File: src/rtl/mem_struct_loader_pkg.sv
// Shared types and constants for the struct loader: FSM states, field layout, timeout limit.
package mem_struct_loader_pkg;

    typedef enum logic [2:0] {
        IDLE,
        LD0,
        LD1,
        LD2,
        DONE
    } state_t;

    localparam int unsigned FIELD0_OFFSET = 0;
    localparam int unsigned FIELD1_OFFSET = 8;
    localparam int unsigned FIELD2_OFFSET = 12;

    localparam int unsigned FIELD0_SIZE   = 64;
    localparam int unsigned FIELD1_SIZE   = 32;
    localparam int unsigned FIELD2_SIZE   = 16;

    localparam int unsigned TIMEOUT_W     = 8;
    localparam int unsigned TIMEOUT_LIMIT = 255;

endpackage

File: src/rtl/mem_load_unit.sv
// Single-access read engine: presents one bus request while go is high and
// returns the read data masked to the requested access size.
module mem_load_unit #(
    parameter int ADDR_W  = 32,
    parameter int SIZE_W  = 7,
    parameter int RDATA_W = 64
) (
    input  logic               go,
    input  logic [ADDR_W-1:0]  addr,
    input  logic [SIZE_W-1:0]  size,
    input  logic [RDATA_W-1:0] rdata,
    input  logic               data_rdy,
    output logic               req_oe,
    output logic [ADDR_W-1:0]  req_addr,
    output logic [SIZE_W-1:0]  req_size,
    output logic [63:0]        data,
    output logic               ack
);

    // Request is forced to zero when idle so it can be OR-merged onto the shared bus.
    assign req_oe   = go;
    assign req_addr = go ? addr : '0;
    assign req_size = go ? size : '0;
    assign ack      = go & data_rdy;

    always_comb begin
        data = '0;
        for (int i = 0; i < 64; i++) begin
            if (i < int'(size)) data[i] = rdata[i];
        end
    end

endmodule

File: src/rtl/mem_struct_loader.sv
// Loads a three-field struct (8/4/2 bytes) from memory with three sequential reads.
// Optional per-access timeout enabled by defining MEM_STRUCT_LOADER_TIMEOUT_EN.
//
// state | meaning
// IDLE  | waiting for start_port
// LD0   | reading field0 (64 bits at base+0)
// LD1   | reading field1 (32 bits at base+8)
// LD2   | reading field2 (16 bits at base+12)
// DONE  | one-cycle completion, done_port high
module mem_struct_loader
    import mem_struct_loader_pkg::*;
#(
    parameter int BITSIZE_inputs             = 32,
    parameter int BITSIZE_Min_addr_ram       = 32,
    parameter int BITSIZE_Mout_addr_ram      = 32,
    parameter int BITSIZE_M_Rdata_ram        = 64,
    parameter int BITSIZE_Min_Wdata_ram      = 64,
    parameter int BITSIZE_Mout_Wdata_ram     = 64,
    parameter int BITSIZE_Min_data_ram_size  = 7,
    parameter int BITSIZE_Mout_data_ram_size = 7
) (
    input  logic                                  clock,
    input  logic                                  reset,
    input  logic                                  start_port,
    input  logic [BITSIZE_inputs-1:0]             inputs,
    output logic                                  done_port,
    output logic [63:0]                           field0,
    output logic [31:0]                           field1,
    output logic [15:0]                           field2,
    output logic                                  err,
    input  logic                                  Min_oe_ram,
    output logic                                  Mout_oe_ram,
    input  logic                                  Min_we_ram,
    output logic                                  Mout_we_ram,
    input  logic [BITSIZE_Min_addr_ram-1:0]       Min_addr_ram,
    output logic [BITSIZE_Mout_addr_ram-1:0]      Mout_addr_ram,
    input  logic [BITSIZE_Min_Wdata_ram-1:0]      Min_Wdata_ram,
    output logic [BITSIZE_Mout_Wdata_ram-1:0]     Mout_Wdata_ram,
    input  logic [BITSIZE_Min_data_ram_size-1:0]  Min_data_ram_size,
    output logic [BITSIZE_Mout_data_ram_size-1:0] Mout_data_ram_size,
    input  logic [BITSIZE_M_Rdata_ram-1:0]        M_Rdata_ram,
    input  logic                                  M_DataRdy
);

    state_t                                  state;
    logic                                    ld_go;
    logic [BITSIZE_Mout_addr_ram-1:0]        ld_addr;
    logic [BITSIZE_Mout_data_ram_size-1:0]   ld_size;
    logic                                    own_oe;
    logic [BITSIZE_Mout_addr_ram-1:0]        own_addr;
    logic [BITSIZE_Mout_data_ram_size-1:0]   own_size;
    logic [63:0]                             ld_data;
    logic                                    ld_ack;

`ifdef MEM_STRUCT_LOADER_TIMEOUT_EN
    logic [TIMEOUT_W-1:0] tmo_cnt;
`else
    assign err = 1'b0;
`endif

    always_comb begin
        ld_go   = 1'b0;
        ld_addr = '0;
        ld_size = '0;
        case (state)
            LD0: begin
                ld_go   = 1'b1;
                ld_addr = BITSIZE_Mout_addr_ram'(inputs) + BITSIZE_Mout_addr_ram'(FIELD0_OFFSET);
                ld_size = BITSIZE_Mout_data_ram_size'(FIELD0_SIZE);
            end
            LD1: begin
                ld_go   = 1'b1;
                ld_addr = BITSIZE_Mout_addr_ram'(inputs) + BITSIZE_Mout_addr_ram'(FIELD1_OFFSET);
                ld_size = BITSIZE_Mout_data_ram_size'(FIELD1_SIZE);
            end
            LD2: begin
                ld_go   = 1'b1;
                ld_addr = BITSIZE_Mout_addr_ram'(inputs) + BITSIZE_Mout_addr_ram'(FIELD2_OFFSET);
                ld_size = BITSIZE_Mout_data_ram_size'(FIELD2_SIZE);
            end
            default: ;
        endcase
    end

    mem_load_unit #(
        .ADDR_W  (BITSIZE_Mout_addr_ram),
        .SIZE_W  (BITSIZE_Mout_data_ram_size),
        .RDATA_W (BITSIZE_M_Rdata_ram)
    ) u_load (
        .go       (ld_go),
        .addr     (ld_addr),
        .size     (ld_size),
        .rdata    (M_Rdata_ram),
        .data_rdy (M_DataRdy),
        .req_oe   (own_oe),
        .req_addr (own_addr),
        .req_size (own_size),
        .data     (ld_data),
        .ack      (ld_ack)
    );

    // Upstream requests chain through untouched; ours is OR-merged in.
    assign Mout_oe_ram        = Min_oe_ram | own_oe;
    assign Mout_addr_ram      = BITSIZE_Mout_addr_ram'(Min_addr_ram) | own_addr;
    assign Mout_data_ram_size = BITSIZE_Mout_data_ram_size'(Min_data_ram_size) | own_size;
    assign Mout_we_ram        = Min_we_ram;
    assign Mout_Wdata_ram     = BITSIZE_Mout_Wdata_ram'(Min_Wdata_ram);

    always_ff @(posedge clock or negedge reset) begin
        if (!reset) begin
            state     <= IDLE;
            done_port <= 1'b0;
            field0    <= '0;
            field1    <= '0;
            field2    <= '0;
`ifdef MEM_STRUCT_LOADER_TIMEOUT_EN
            err       <= 1'b0;
            tmo_cnt   <= '0;
`endif
        end else begin
            done_port <= 1'b0;
`ifdef MEM_STRUCT_LOADER_TIMEOUT_EN
            err       <= 1'b0;
`endif
            case (state)
                IDLE: begin
                    if (start_port) begin
                        state <= LD0;
`ifdef MEM_STRUCT_LOADER_TIMEOUT_EN
                        tmo_cnt <= '0;
`endif
                    end
                end
                LD0, LD1, LD2: begin
                    if (ld_ack) begin
`ifdef MEM_STRUCT_LOADER_TIMEOUT_EN
                        tmo_cnt <= '0;
`endif
                        case (state)
                            LD0: begin
                                field0 <= ld_data;
                                state  <= LD1;
                            end
                            LD1: begin
                                field1 <= ld_data[31:0];
                                state  <= LD2;
                            end
                            default: begin
                                field2    <= ld_data[15:0];
                                state     <= DONE;
                                done_port <= 1'b1;
                            end
                        endcase
                    end
`ifdef MEM_STRUCT_LOADER_TIMEOUT_EN
                    // The cycle that would reach the limit aborts instead of counting.
                    else if (tmo_cnt == TIMEOUT_W'(TIMEOUT_LIMIT - 1)) begin
                        state     <= DONE;
                        done_port <= 1'b1;
                        err       <= 1'b1;
                    end else begin
                        tmo_cnt <= tmo_cnt + 1'b1;
                    end
`endif
                end
                DONE:    state <= IDLE;
                default: state <= IDLE;
            endcase
        end
    end

endmodule

File: config.mk
export PLATFORM = sky130hd
export DESIGN_NAME = mem_struct_loader
export DESIGN_NICKNAME = d
export VERILOG_FILES = /design/src/rtl/mem_struct_loader_pkg.sv /design/src/rtl/mem_load_unit.sv /design/src/rtl/mem_struct_loader.sv
export SDC_FILE = /design/constraint.sdc
export NUM_CORES = 1
export LEC_CHECK = 0
export CORE_AREA = 2 2 166 168
export DETAILED_ROUTE_END_ITERATION = 16
export DIE_AREA = 0 0 168 170
export PLACE_DENSITY = 0.63
export SYNTH_ARGS = -nofsm -noshare
export SYNTH_HDL_FRONTEND = slang
export SYNTH_SLANG_ARGS = --single-unit
File: constraint.sdc
create_clock -name clock -period 2.49 [get_ports clock]
set_input_delay 0.498 -clock clock [delete_from_list [all_inputs] [get_ports clock]]
set_output_delay 0.498 -clock clock [all_outputs]
set_load 0.03 [all_outputs]
* Word level (Yosys, flattened, before mapping) *
Cells that the tools add are included.

storage, ports and cells
  input bits = 205
  memories = 0
  ROM bits = 0
  bits in writable memories = 0
  latch bits = 0
  output and inout bits = 219
  word-level logic and storage cells = 164
  bits in registers = 116

cells by class
  bitwise operators = 5
  multiplexer cells = 76
  multipliers = 0
  equality and inequality tests = 5
  magnitude comparators = 64
  div/mod/pow operators = 0
  add/subtract/negate cells = 2
  shift-type cells = 0
  reductions and logical operators = 7

operators by type and width
  cell                                                    number
  < comparator 6 x 7 -> 1 bit (first input constant)      32
  < comparator 5 x 7 -> 1 bit (first input constant)      16
  case mux 32 bit (3 select lines)                        1
  2-to-1 mux 1 bit                                        68
  adder 32 x 4 -> 32 bit (second input constant)          2
  < comparator 4 x 7 -> 1 bit (first input constant)      8
  2-to-1 mux 32 bit                                       1
  bitwise OR 32 bit                                       1
  < comparator 3 x 7 -> 1 bit (first input constant)      4
  case mux 7 bit (3 select lines)                         1
  < comparator 1 x 7 -> 1 bit (first input constant)      2
  < comparator 2 x 7 -> 1 bit (first input constant)      2
  case mux 3 bit (2 select lines)                         2
  AND reduction 3 bit                                     3
  2-to-1 mux 7 bit                                        1
  bitwise OR 7 bit                                        1
  == test 3 x 2 -> 1 bit (second input constant)          2
  2-to-1 mux 3 bit                                        2
  == test 3 x 1 -> 1 bit (second input constant)          1
  zero test 3 bit                                         1
  OR reduction 3 bit                                      1
  inequality test 2 x 1 -> 1 bit (second input constant)  1
  inequality test 2 bit (second input constant)           1
  AND reduction 2 bit                                     1
  4 further kinds                                         4

* Longest topological paths before layout *
  word-level depth = 6
  gate-level depth with buffers = 8
  mapped depth without buffers = 7

* Modules after synthesis *
A second synthesis with hierarchy kept.

second synthesis, totals
  cell total of the unflattened synthesis = 822
  area total of the unflattened synthesis = 7,872.6 sq um

by module, submodules not included
  module             instances  area each (sq um)  seq. area each (sq um)  cells each
  mem_struct_loader  1          6,562.5            2,902.8                 609
  mem_load_unit      1          1,310.0            0.0                     213

* Worst setup path before layout *
OpenSTA, ideal clock, no wires.

  path type = input port to output port
  from = input port inputs[3]
  to = output port Mout_addr_ram[31]
  required time = 1.992 ns
  stages = 6
  arrival time = 2.656 ns
  buffers on the path = 1
  path slack = -0.664 ns
  path through = ha_1 > buf_2 > nand3_1 > nor3_1 > a22oi_1 > o311ai_0

between the ends
  word-level cells in the longest chain between the ends = 4
  elaborated cells between the ends (all ways) = 5
  those cells by class = 2 x add/sub; 2 x mux; 1 x bitwise

RTL lines
  what                                              RTL line                                          source
  start, declared                                   mem_struct_loader.sv:25                           input logic [BITSIZE_inputs-1:0] inputs,
  adder 32 x 4 -> 32 bit, on equally long branches  mem_struct_loader.sv:78, mem_struct_loader.sv:73
  case mux 32 bit (3 select lines) (*)              mem_struct_loader.sv:65                           case (state)
  2-to-1 mux 32 bit (*)                             mem_load_unit.sv:22                               assign req_addr = go ? addr : '0;
  bitwise OR 32 bit (*)                             mem_struct_loader.sv:104                          assign Mout_addr_ram = BITSIZE_Mout_addr_ram'(Min_addr_ram) | own_addr;
  end, declared                                     mem_struct_loader.sv:36                           output logic [BITSIZE_Mout_addr_ram-1:0] Mout_addr_ram,

Mark *: on every way between the ends. The rest lies on a longest branch, timed or not.

* Final worst setup path *
  from = input port inputs[13]
  to = output port Mout_addr_ram[28]

Same word-level chain as after synthesis.

==> out/results.tsv <==
stage	metric	value	unit
route	drt via density	4.69	
timing	Peak Freq	0.356	GHz
global_routing	initial antenna violation count	0	
route	post-route ant nets	0	
timing	relative slew slack	64.3	%
min_path	HP Class	in2async	
global_routing	vias in the first global route	6793	
route	Post-Route M1 WL	9160	um
power_and_ir_drop	Worst VDD drop	0.000861	V
finish	final core occ	43.8	%
route	DRC	0	
floorplan	Starting Density	24.2	%
timing	Final Setup Violations	27	
logic_synthesis	top-count cell post-synth	dfrtp_1	
logic_synthesis	post-synth top area cell	dfrtp_1	
clocking	CTS tree	built	
clocking	clk sinks	116	
timing	Layout Skew	16.0	ps
placed_design	Placer Congestion	0.879	
critical_path	WS Path Type	in2out	
clocking	CTS Buf Count	17	
floorplan	row cnt	60	
clocking	clock root buffer	clkbuf_16	
logic_synthesis	Yosys warning count	0	
floorplan	Boundary Pins	424	
finish	layout cells sized above 1	40.7	%
logic_synthesis	Yosys cell types	61	
run_status	status	complete, but fails checks	
floorplan	die area	0.0286	sq mm
floorplan	Die W	168	um
route	metal3 WL	2270	um
route	Routed wire per std cell	18.3	um
power_and_ir_drop	Static Leak	4.96	nW
logic_synthesis	synth top area cells	dfrtp_1 (45%), mux2_2 (11%), buf_4 (8.2%)	
logic_synthesis	Synthesized Nets	859	
route	Pre-antenna DRT Iters	4	
logic_synthesis	register area share after synthesis	45.0	%
critical_path	CP required	1990	ps
logic_synthesis	Post-synth top cells	dfrtp_1 (116), nand2_1 (90), buf_4 (70)	
route	highest routed layer	met4	
logic_synthesis	Async SR Flop Fraction	100	%
logic_synthesis	Avg Inst Size Synth	9.90	sq um
critical_path	critical path endpoint category	primary output	
global_routing	first-pass GRT wire length	37700	um
clocking	Clock Pin Slew Worst Setup and Hold Paths	60	ps
timing	unrepaired setup endpoints after global routing	true	
logic_synthesis	Yosys top cell area share	45.0	%
finish	Area Growth Syn to Fin	81.0	%
finish	number of inserted diodes	0	
timing	Tcrit/Tclk final	113	%
clocking	H-tree depth	4	
logic_synthesis	most used flip-flop cell after synthesis	dfrtp_1	
global_routing	largest net degree at the start of global routing	81	
timing	Slew Limit Fails	0	
route	via count	6346	
timing	Final WS setup	-322	ps
clocking	clk_lat worst skew	410	ps
finish	nets	1208	
global_routing	overall routing resource usage	17.0	%
logic_synthesis	Post-synth EDFFs	0	
placed_design	DP HPWL	17900	um
logic_synthesis	#FFs+latches synth	116	
floorplan	core area	0.0267	sq mm
flow_run	Max-cap violations	0	
run_status	violated checks	setup timing	
critical_path	element type at the critical path start	input pin	
finish	Fillers	2501	
timing	Period minus WS final	2810	ps
power_and_ir_drop	P per Cell Area	1210	mW/mm^2
critical_path	Worst Path Arrival	2310	ps
route	final WL	24800	um
route	drt initial violations	324	
logic_synthesis	Synth Instances	651	
global_routing	Remaining Overflow, GRT	0	
timing	Fin. Hold Viols	0	
placed_design	PortBufs	284	
logic_synthesis	post-synthesis cell area	0.00644	sq mm
floorplan	Die H	170	um
route	DR WL met2	12400	um
clocking	clock tree buffer depth	2	
critical_path	CP Max Fanout	4	
placed_design	dpl ws	-1150	ps
timing	actual slew at the worst max-slew pin	535	ps
where the power goes:
| part | internal (mW) | leakage (nW) | switching (mW) |
|---|---|---|---|
| Clock | 1.68 | 0.297 | 0.953 |
| Sequential | 2.76 | 1.43 | 0.451 |
| Combinational | 3.86 | 3.23 | 4.44 |
| Total | 8.31 | 4.96 | 5.84 |
metal layers:
layer  up-vias  track usage, %
met5         -               0
met4         0            7.75
met3        67            6.19
met2       315            30.4
met1      3028            17.8
li1       2936               -
critical path, cell delays in order:
cell and delay, ps:
buf_2 130, buf_4 130, nand4_1 90, or4_4 560, nor4_4 210, xor2_1 120, a221o_2 420, buf_6 150
placed cells by master (no fill, tap or decap), types with 8 or more instances in the layout:
| master | n |
|---|---|
| dfrtp_1 | 116 |
| buf_6 | 70 |
| nand2_1 | 83 |
| xnor2_1 | 8 |
| nor2_1 | 17 |
| nand4_1 | 18 |
| o21ai_0 | 50 |
| buf_4 | 120 |
| xor2_1 | 12 |
| a21o_1 | 11 |
| nor3_2 | 9 |
| clkbuf_16 | 17 |
| buf_12 | 8 |
| mux2_2 | 65 |
| buf_2 | 9 |
| clkdlybuf4s50_1 | 220 |
cell type report:
cell class              count  area [sq um]  area share, %
inverters                   7          26.3          0.225
repair buffers            438          4240           36.4
well taps                 341           427           3.66
clock buffers              17           425           3.65
clock inverters            14           204           1.75
flip-flops and latches    116          2900           24.9
multi-input cells         420          3440           29.5
state kept, by name, summed over array words and instances (netlist names):
signal	cells
field1	32
field2	16
field0	64
state	3
done_port	1
what timing repair did:
| item | in CTS | in global routing |
|---|---|---|
| hold buffers | 0 | 0 |
| buffers inserted | 34 | 14 |
| setup endpoints to repair | 32 | 30 |
| pin swaps | 65 | 32 |
| cloned | 1 | 0 |
| resized for setup | 318 | 51 |
metrics by stage:
step / total power [mW] / TNS (ps) / cell area, sq um / std cells / hold slack, ps
after CTS: 14.0 / -3550 / 11400 / 1342 / 81.5
after detailed placement: 10.4 / -21640 / 9900 / 1279 / 470
after floorplan: 7.29 / -43.5 / 6490 / 651 / 202
final: 14.2 / -4380 / 11700 / 1353 / 70.7
after global placement: 10.4 / -21190 / 9900 / 1279 / 461
after global routing: 14.9 / -6400 / 11700 / 1353 / 110
cell families after synthesis:
family	count (synthesis)	synth area share (%)
and+or+nand+nor	205	16.3
other	1	0.0582
muxes	66	11.5
DFF	116	45.0
buffers and inverters	115	11.2
AOI/OAI and AO/OA	124	12.4
xor gates and xnor gates	21	2.85
adders and majority gates	3	0.582
worst paths after layout:
kind	cells after the start	start	end	slack, ps
max	8	inputs[13]	Mout_addr_ram[28]	-320
min	1	reset	field0[45]$_DFFE_PN0P_	70
max reg2reg	11	state[1]$_DFFE_PN0P_	field1[24]$_DFFE_PN0P_	400
min reg2reg	2	field0[8]$_DFFE_PN0P_	field0[8]$_DFFE_PN0P_	470
max in group asynchronous	2	reset	field1[1]$_DFFE_PN0P_	1650
min in group clock	2	field0[8]$_DFFE_PN0P_	field0[8]$_DFFE_PN0P_	470
No activity file was read; power rests on OpenSTA's default activity.
